File: src/rtl/dm_cmd_sched.sv
// Job-level DataMover command scheduler: splits (saddr, len, chunk) jobs into 72-bit commands, tracks status.
// Latency: first command valid one cycle after job_start; one command per cycle while below the outstanding limit.
// Backpressure: command held stable until accepted; issue pauses at MAX_OUTSTANDING; status always accepted.
module dm_cmd_sched #(
    parameter int MAX_OUTSTANDING = 4,
    parameter int CNT_WIDTH       = 16
) (
    input  logic                 axi_aclk,
    input  logic                 rst,
    input  logic [31:0]          job_saddr,
    input  logic [31:0]          job_len,
    input  logic [22:0]          job_chunk,
    input  logic                 job_start,
    input  logic                 job_abort,
    output logic                 busy,
    output logic                 done,
    output logic                 err,
    output logic [7:0]           err_sts,
    output logic [CNT_WIDTH-1:0] cmd_cnt,
    output logic [71:0]          m_axis_cmd_tdata,
    output logic                 m_axis_cmd_tvalid,
    input  logic                 m_axis_cmd_tready,
    input  logic [7:0]           s_axis_sts_tdata,
    input  logic                 s_axis_sts_tvalid,
    output logic                 s_axis_sts_tready
);

    localparam logic [1:0] ST_IDLE  = 2'd0;
    localparam logic [1:0] ST_ISSUE = 2'd1;
    localparam logic [1:0] ST_DRAIN = 2'd2;
    localparam logic [1:0] ST_DONE  = 2'd3;

    localparam logic [3:0]           MAX_O   = 4'(MAX_OUTSTANDING);
    localparam logic [CNT_WIDTH-1:0] CNT_ONE = CNT_WIDTH'(1);

    logic [1:0]           state_q;
    logic [31:0]          addr_q;
    logic [31:0]          rem_q;
    logic [22:0]          chunk_q;
    logic [3:0]           outst_q;
    logic                 stop_q;
    logic                 cmd_vld_q;
    logic [71:0]          cmd_dat_q;
    logic [CNT_WIDTH-1:0] cmd_cnt_q;
    logic                 err_q;
    logic [7:0]           err_sts_q;

    logic                 hs;
    logic                 sts_bad;
    logic                 sts_unfl;
    logic [31:0]          btt_cur;
    logic [31:0]          addr_n;
    logic [31:0]          rem_n;
    logic [CNT_WIDTH-1:0] cnt_n;
    logic [3:0]           outst_n;
    logic                 stop_n;
    logic                 issue_ok;
    logic [22:0]          next_btt;
    logic                 next_eof;
    logic [71:0]          next_dat;
    logic [22:0]          start_btt;
    logic                 start_eof;
    logic [71:0]          start_dat;

    // Next-cycle view of the job: address/remaining after this cycle's handshake, counter update, next command word.
    always_comb begin
        hs       = cmd_vld_q & m_axis_cmd_tready;
        sts_bad  = s_axis_sts_tvalid & (~s_axis_sts_tdata[7] | (|s_axis_sts_tdata[6:4]));
        sts_unfl = s_axis_sts_tvalid & (outst_q == 4'd0);
        btt_cur  = {9'd0, cmd_dat_q[22:0]};
        addr_n   = hs ? addr_q + btt_cur : addr_q;
        rem_n    = hs ? rem_q - btt_cur : rem_q;
        cnt_n    = hs ? cmd_cnt_q + CNT_ONE : cmd_cnt_q;

        outst_n = outst_q;
        case ({hs, s_axis_sts_tvalid})
            2'b10:   outst_n = outst_q + 4'd1;
            2'b01:   outst_n = (outst_q != 4'd0) ? outst_q - 4'd1 : 4'd0;
            default: outst_n = outst_q;
        endcase

        // A bad beat or an abort in the same cycle already blocks the next command.
        stop_n   = stop_q | ((state_q == ST_ISSUE) & (job_abort | sts_bad));
        issue_ok = (rem_n != 32'd0) && (outst_n < MAX_O) && !stop_n;

        next_eof = rem_n <= {9'd0, chunk_q};
        next_btt = next_eof ? rem_n[22:0] : chunk_q;
        next_dat = {4'h0, cnt_n[3:0], addr_n, 1'b0, next_eof, 6'h00, 1'b1, next_btt};

        start_eof = job_len <= {9'd0, job_chunk};
        start_btt = start_eof ? job_len[22:0] : job_chunk;
        start_dat = {4'h0, 4'h0, job_saddr, 1'b0, start_eof, 6'h00, 1'b1, start_btt};
    end

    // Job FSM, command register, outstanding tracking and sticky error capture.
    always_ff @(posedge axi_aclk) begin
        if (rst) begin
            state_q   <= ST_IDLE;
            addr_q    <= 32'd0;
            rem_q     <= 32'd0;
            chunk_q   <= 23'd0;
            outst_q   <= 4'd0;
            stop_q    <= 1'b0;
            cmd_vld_q <= 1'b0;
            cmd_dat_q <= 72'd0;
            cmd_cnt_q <= '0;
            err_q     <= 1'b0;
            err_sts_q <= 8'd0;
        end else begin
            outst_q <= outst_n;
            if (sts_bad || sts_unfl) begin
                err_q <= 1'b1;
                if (!err_q) begin
                    err_sts_q <= s_axis_sts_tdata;
                end
            end

            case (state_q)
                ST_IDLE: begin
                    if (job_start) begin
                        if (job_chunk == 23'd0) begin
                            err_q     <= 1'b1;
                            err_sts_q <= 8'h00;
                            state_q   <= ST_DONE;
                        end else if (job_len == 32'd0) begin
                            err_q     <= 1'b0;
                            err_sts_q <= 8'h00;
                            state_q   <= ST_DONE;
                        end else begin
                            addr_q    <= job_saddr;
                            rem_q     <= job_len;
                            chunk_q   <= job_chunk;
                            stop_q    <= 1'b0;
                            cmd_cnt_q <= '0;
                            err_q     <= 1'b0;
                            err_sts_q <= 8'h00;
                            cmd_vld_q <= 1'b1;
                            cmd_dat_q <= start_dat;
                            state_q   <= ST_ISSUE;
                        end
                    end
                end
                ST_ISSUE: begin
                    addr_q    <= addr_n;
                    rem_q     <= rem_n;
                    cmd_cnt_q <= cnt_n;
                    stop_q    <= stop_n;
                    if (cmd_vld_q && !hs) begin
                        // Presented command stays valid and stable until accepted.
                        cmd_vld_q <= 1'b1;
                    end else if (issue_ok) begin
                        cmd_vld_q <= 1'b1;
                        cmd_dat_q <= next_dat;
                    end else begin
                        cmd_vld_q <= 1'b0;
                        if ((rem_n == 32'd0) || stop_n) begin
                            state_q <= ST_DRAIN;
                        end
                    end
                end
                ST_DRAIN: begin
                    if (outst_n == 4'd0) begin
                        state_q <= ST_DONE;
                    end
                end
                default: begin
                    state_q <= ST_IDLE;
                end
            endcase
        end
    end

    assign busy              = (state_q == ST_ISSUE) || (state_q == ST_DRAIN);
    assign done              = (state_q == ST_DONE);
    assign err               = err_q;
    assign err_sts           = err_sts_q;
    assign cmd_cnt           = cmd_cnt_q;
    assign m_axis_cmd_tdata  = cmd_dat_q;
    assign m_axis_cmd_tvalid = cmd_vld_q;
    assign s_axis_sts_tready = 1'b1;

endmodule

File: config.mk
export PLATFORM = sky130hd
export DESIGN_NAME = dm_cmd_sched
export DESIGN_NICKNAME = d
export VERILOG_FILES = /design/src/rtl/dm_cmd_sched.sv
export SDC_FILE = /design/constraint.sdc
export NUM_CORES = 1
export LEC_CHECK = 0
export ABC_AREA = 0
export CAP_MARGIN = 5
export CELL_PAD_IN_SITES_DETAIL_PLACEMENT = 0
export CELL_PAD_IN_SITES_GLOBAL_PLACEMENT = 1
export CORE_ASPECT_RATIO = 1.4
export CORE_MARGIN = 3
export CORE_UTILIZATION = 48
export DETAILED_ROUTE_END_ITERATION = 16
export DONT_BUFFER_PORTS = 1
export GPL_TIMING_DRIVEN = 0
export PLACE_DENSITY_LB_ADDON = 0.1
export SLEW_MARGIN = 10
export SYNTH_ARGS = -nofsm -noshare
export SYNTH_HDL_FRONTEND = slang
export SYNTH_SLANG_ARGS = --single-unit
File: constraint.sdc
create_clock -name axi_aclk -period 5.8 [get_ports axi_aclk]
set_clock_uncertainty 0.15 [all_clocks]
set_input_delay 1.16 -clock axi_aclk [delete_from_list [all_inputs] [get_ports axi_aclk]]
set_output_delay 1.16 -clock axi_aclk [all_outputs]
set_load 0.02 [all_outputs]
==> load_flow_metrics.sql <==
INSERT INTO impl_metrics (metric_group, metric, value, unit) VALUES
('worst_setup_path', 'path_delay_family', 'compound AO/OA/AOI/OAI gates', ''),
('routing', 'detail_route.wirelength.met1', '20000', 'um'),
('timing', 'rsz_0062_raised_after_global_routing', 'false', ''),
('yosys', 'synth_edf_count', '0', ''),
('finish', 'multiInputGateArea', '8840', 'um2'),
('worst_setup_path', 'path_class', 'reg2reg', ''),
('yosys', 'async_reset_ff_share', '0', '%'),
('timing', 'layout_setup_ws', '0.218', 'ns'),
('worst_setup_path', 'critical_path.max_fanout', '10', ''),
('clock_network', 'post_cts_buffers', '0', ''),
('routing', 'dr.pass1.iters', '5', ''),
('finish', 'post_route_cells_drive_above_1_share', '7.76', '%'),
('routing', 'wire_per_inst', '24.7', 'um'),
('die', 'std_cell_rows', '71', ''),
('finish', 'layout.filler_cells', '2751', ''),
('clock_network', 'ctsLongestPathBuffers', '2', ''),
('routing', 'drcViolationCount', '0', ''),
('clock_network', 'cts_buffers', '17', ''),
('routing', 'detailroute.wirelength.met3', '3710', 'um'),
('min_path', 'timing.hold.worst.class', 'reg2reg', ''),
('worst_setup_path', 'setup.worst_path.end_class', 'flop', ''),
('flow_run', 'max-cap-violations', '0', ''),
('power', 'worst_ir_drop_on_vdd', '0.322', 'mV'),
('clock_network', 'cts.sink_count', '181', ''),
('global_route', 'initial_antenna_violation_count', '1', ''),
('placed_design', 'dp_hpwl', '42500', 'um'),
('die', 'boundaryPins', '202', ''),
('yosys', 'synth-main-ff-cell', 'sky130_fd_sc_hd__dfxtp_1', ''),
('timing', 'slew-limit-headroom', '34.7', '%'),
('yosys', 'syn-cell-area', '13300', 'um2'),
('worst_setup_path', 'cp.required', '6.00', 'ns'),
('clock_network', 'ctsHoldBuffers', '0', ''),
('finish', 'final_net_count', '1997', ''),
('placed_design', 'weighted_congestion_at_the_end_of_routability_driven_global_placement', '0.957', ''),
('routing', 'topmost_layer_with_routed_signal_wires', 'met4', ''),
('die', 'initial_core_util', '49.1', '%'),
('finish', 'seqCellArea', '3640', 'um2'),
('worst_setup_path', 'cp_data_arrival_time', '5.78', 'ns'),
('outcome', 'run_status', 'finished clean', ''),
('die', 'fp.coreArea', '27000', 'um2'),
('finish', 'post-route-util', '53.5', '%'),
('die', 'fp.dieH', '203', 'um'),
('clock_network', 'worstSkewPairLatency', '0.46', 'ns'),
('clock_network', 'clock_tree.htree_level_count', '4', ''),
('clock_network', 'cts_tree', 'built', ''),
('timing', 'hold_violations_final', '0', ''),
('finish', 'area_growth_syn_to_layout', '9.04', '%'),
('timing', 'final_min_period_over_clock_period', '96.2', '%'),
('yosys', 'number_of_synthesized_register_bits', '181', ''),
('global_route', 'grt_overflow', '0', ''),
('placed_design', 'detailedPlace.worstSlack', '-0.342', 'ns'),
('routing', 'viasPerCell', '6.20', ''),
('global_route', 'groute.usage.overall', '35.3', '%'),
('die', 'die_width', '146', 'um'),
('timing', 'worstMarginPinSlew', '0.979', 'ns'),
('power', 'power_leakage', '6.09', 'nW'),
('timing', 'final_max_slew_viol_count', '0', ''),
('routing', 'detailedRoute.firstIterationViolations', '975', ''),
('power', 'power.density_cell_area', '641', 'nW/um2'),
('timing', 'fin_hold_ws', '0.329', 'ns'),
('worst_setup_path', 'crit_path_top_delay_cell', 'sky130_fd_sc_hd__dfxtp_1', ''),
('worst_setup_path', 'start_kind', 'flop', ''),
('worst_setup_path', 'cell_repeated_most_along_the_worst_path', 'sky130_fd_sc_hd__a21oi_1', ''),
('worst_setup_path', 'crit_path_max_incr_delay', '0.68', 'ns'),
('placed_design', 'portBuffers', '0', ''),
('worst_setup_path', 'worst-path-buf-inv', '4', ''),
('routing', 'final_routed_wirelength_across_all_metal_layers', '53600', 'um'),
('timing', 'clock.fmax', '179', 'MHz'),
('routing', 'met2RoutedLength', '26100', 'um'),
('yosys', 'synth_warnings', '0', ''),
('yosys', 'synth_cells', '1762', '');
==> cells in the final DEF (no fill, tap or decap), types with 30 or more instances in the layout <==
master                     Yosys  final
sky130_fd_sc_hd__nor3_1       38     38
sky130_fd_sc_hd__clkbuf_1     66     63
sky130_fd_sc_hd__nand2_1     219    219
sky130_fd_sc_hd__nor2_1      239    239
sky130_fd_sc_hd__a21o_1       30     30
sky130_fd_sc_hd__inv_1        98     98
sky130_fd_sc_hd__a21oi_1     159    157
sky130_fd_sc_hd__o211ai_1     45     45
sky130_fd_sc_hd__ha_1        102    102
sky130_fd_sc_hd__a211oi_1     32     30
sky130_fd_sc_hd__mux2i_1      75     75
sky130_fd_sc_hd__o21ai_0      55     54
sky130_fd_sc_hd__dfxtp_1     181    170
==> kinds of logic (layout without fill, tap and decap cells) <==
group	Yosys count	after routing	share of synthesized area, %
other cells	2	13	0.0567
xor+xnor	41	41	2.71
buf+inv	210	243	6.72
compound gates	463	463	22.9
flops	181	181	27.3
simple gates	660	660	22.5
fa+ha+maj	104	104	9.93
mux	101	101	7.87
==> through the flow <==
step           TNS [ns]  instance area, um2  total power, mW  std cells
3_5_place_dp      -7.98               13700             7.83       2137
6_report              0               14400             9.27       2171
5_1_grt               0               14400             9.90       2171
4_1_cts               0               14400             9.13       2169
3_3_place_gp      -6.39               13700             7.77       2137
2_1_floorplan         0               13300             6.10       1772
==> area by class of cell <==
| class | instances | area share [%] |
|---|---|---|
| Antenna cell | 1 | 0.0173 |
| Buffer | 110 | 3.58 |
| Clock buffer | 19 | 3.13 |
| Clock inverter | 13 | 1.13 |
| Inverter | 100 | 2.62 |
| Multi-Input combinational cell | 1381 | 61.2 |
| Sequential cell | 181 | 25.2 |
| Tap cell | 365 | 3.16 |
| Timing Repair Buffer | 1 | 0.0346 |
==> worst paths after layout <==
check / start / to / slack [ns] / cells past startpoint
worst min register to register: addr_q[31]$_SDFFE_PP0P_ / addr_q[31]$_SDFFE_PP0P_ / 0.33 / 2
worst min-delay path: addr_q[31]$_SDFFE_PP0P_ / addr_q[31]$_SDFFE_PP0P_ / 0.33 / 2
worst max register to register: m_axis_cmd_tdata[16]$_SDFFE_PP0P_ / m_axis_cmd_tdata[9]$_SDFFE_PP0P_ / 0.22 / 23
worst max-delay path: m_axis_cmd_tdata[16]$_SDFFE_PP0P_ / m_axis_cmd_tdata[9]$_SDFFE_PP0P_ / 0.22 / 23
==> registers in the layout, summed over array words and instances (netlist names) <==
signal	flops
err	1
outst_q	4
rem_q	32
stop_q	1
chunk_q	23
addr_q	32
m_axis_cmd_tdata	61
cmd_cnt	16
state_q	2
err_sts	8
m_axis_cmd_tvalid	1
==> where the power goes <==
| part | internal [mW] | switching (mW) | total [mW] |
|---|---|---|---|
| logic | 1.97 | 3.70 | 5.67 |
| registers | 1.65 | 0.691 | 2.34 |
| clock network | 0.675 | 0.581 | 1.26 |
| total | 4.29 | 4.97 | 9.27 |
==> layer usage <==
layer | up-vias | track usage [%]
met2 | 573 | 61.4
met5 | - | 0
met1 | 6391 | 40.1
li1 | 6328 | -
met3 | 167 | 6.56
met4 | 0 | 21.4
==> Yosys cell counts, drive strengths merged (30+ instances only) <==
| library cell | number | area [um2] |
|---|---|---|
| a211oi | 36 | 290 |
| a21o | 30 | 225 |
| a21oi | 159 | 796 |
| buf | 42 | 255 |
| clkbuf | 68 | 258 |
| dfxtp | 181 | 3620 |
| ha | 102 | 1280 |
| inv | 99 | 374 |
| mux2i | 75 | 751 |
| nand2 | 220 | 842 |
| nor2 | 239 | 897 |
| nor3 | 39 | 200 |
| o211ai | 46 | 350 |
| o21ai | 57 | 285 |
==> worst reg2reg max path: stages (launching register included) <==
cell and delay, ns:
sky130_fd_sc_hd__dfxtp_1 0.68, sky130_fd_sc_hd__inv_1 0.10, sky130_fd_sc_hd__ha_1 0.29, sky130_fd_sc_hd__buf_2 0.18, sky130_fd_sc_hd__nand2_1 0.13, sky130_fd_sc_hd__or3_1 0.37, sky130_fd_sc_hd__o2bb2ai_1 0.37, sky130_fd_sc_hd__or2_2 0.23
sky130_fd_sc_hd__nor3_1 0.08, sky130_fd_sc_hd__o31ai_2 0.52, sky130_fd_sc_hd__ha_1 0.36, sky130_fd_sc_hd__a21o_1 0.16, sky130_fd_sc_hd__a21oi_1 0.17, sky130_fd_sc_hd__nor2b_1 0.06, sky130_fd_sc_hd__o21ai_0 0.14, sky130_fd_sc_hd__a21oi_1 0.10
sky130_fd_sc_hd__a211oi_1 0.18, sky130_fd_sc_hd__a21oi_1 0.11, sky130_fd_sc_hd__or2_1 0.25, sky130_fd_sc_hd__buf_6 0.14, sky130_fd_sc_hd__buf_2 0.19, sky130_fd_sc_hd__nand2_1 0.10, sky130_fd_sc_hd__o211ai_1 0.10, sky130_fd_sc_hd__a311oi_1 0.32
Power figures use the tool's default switching activity.
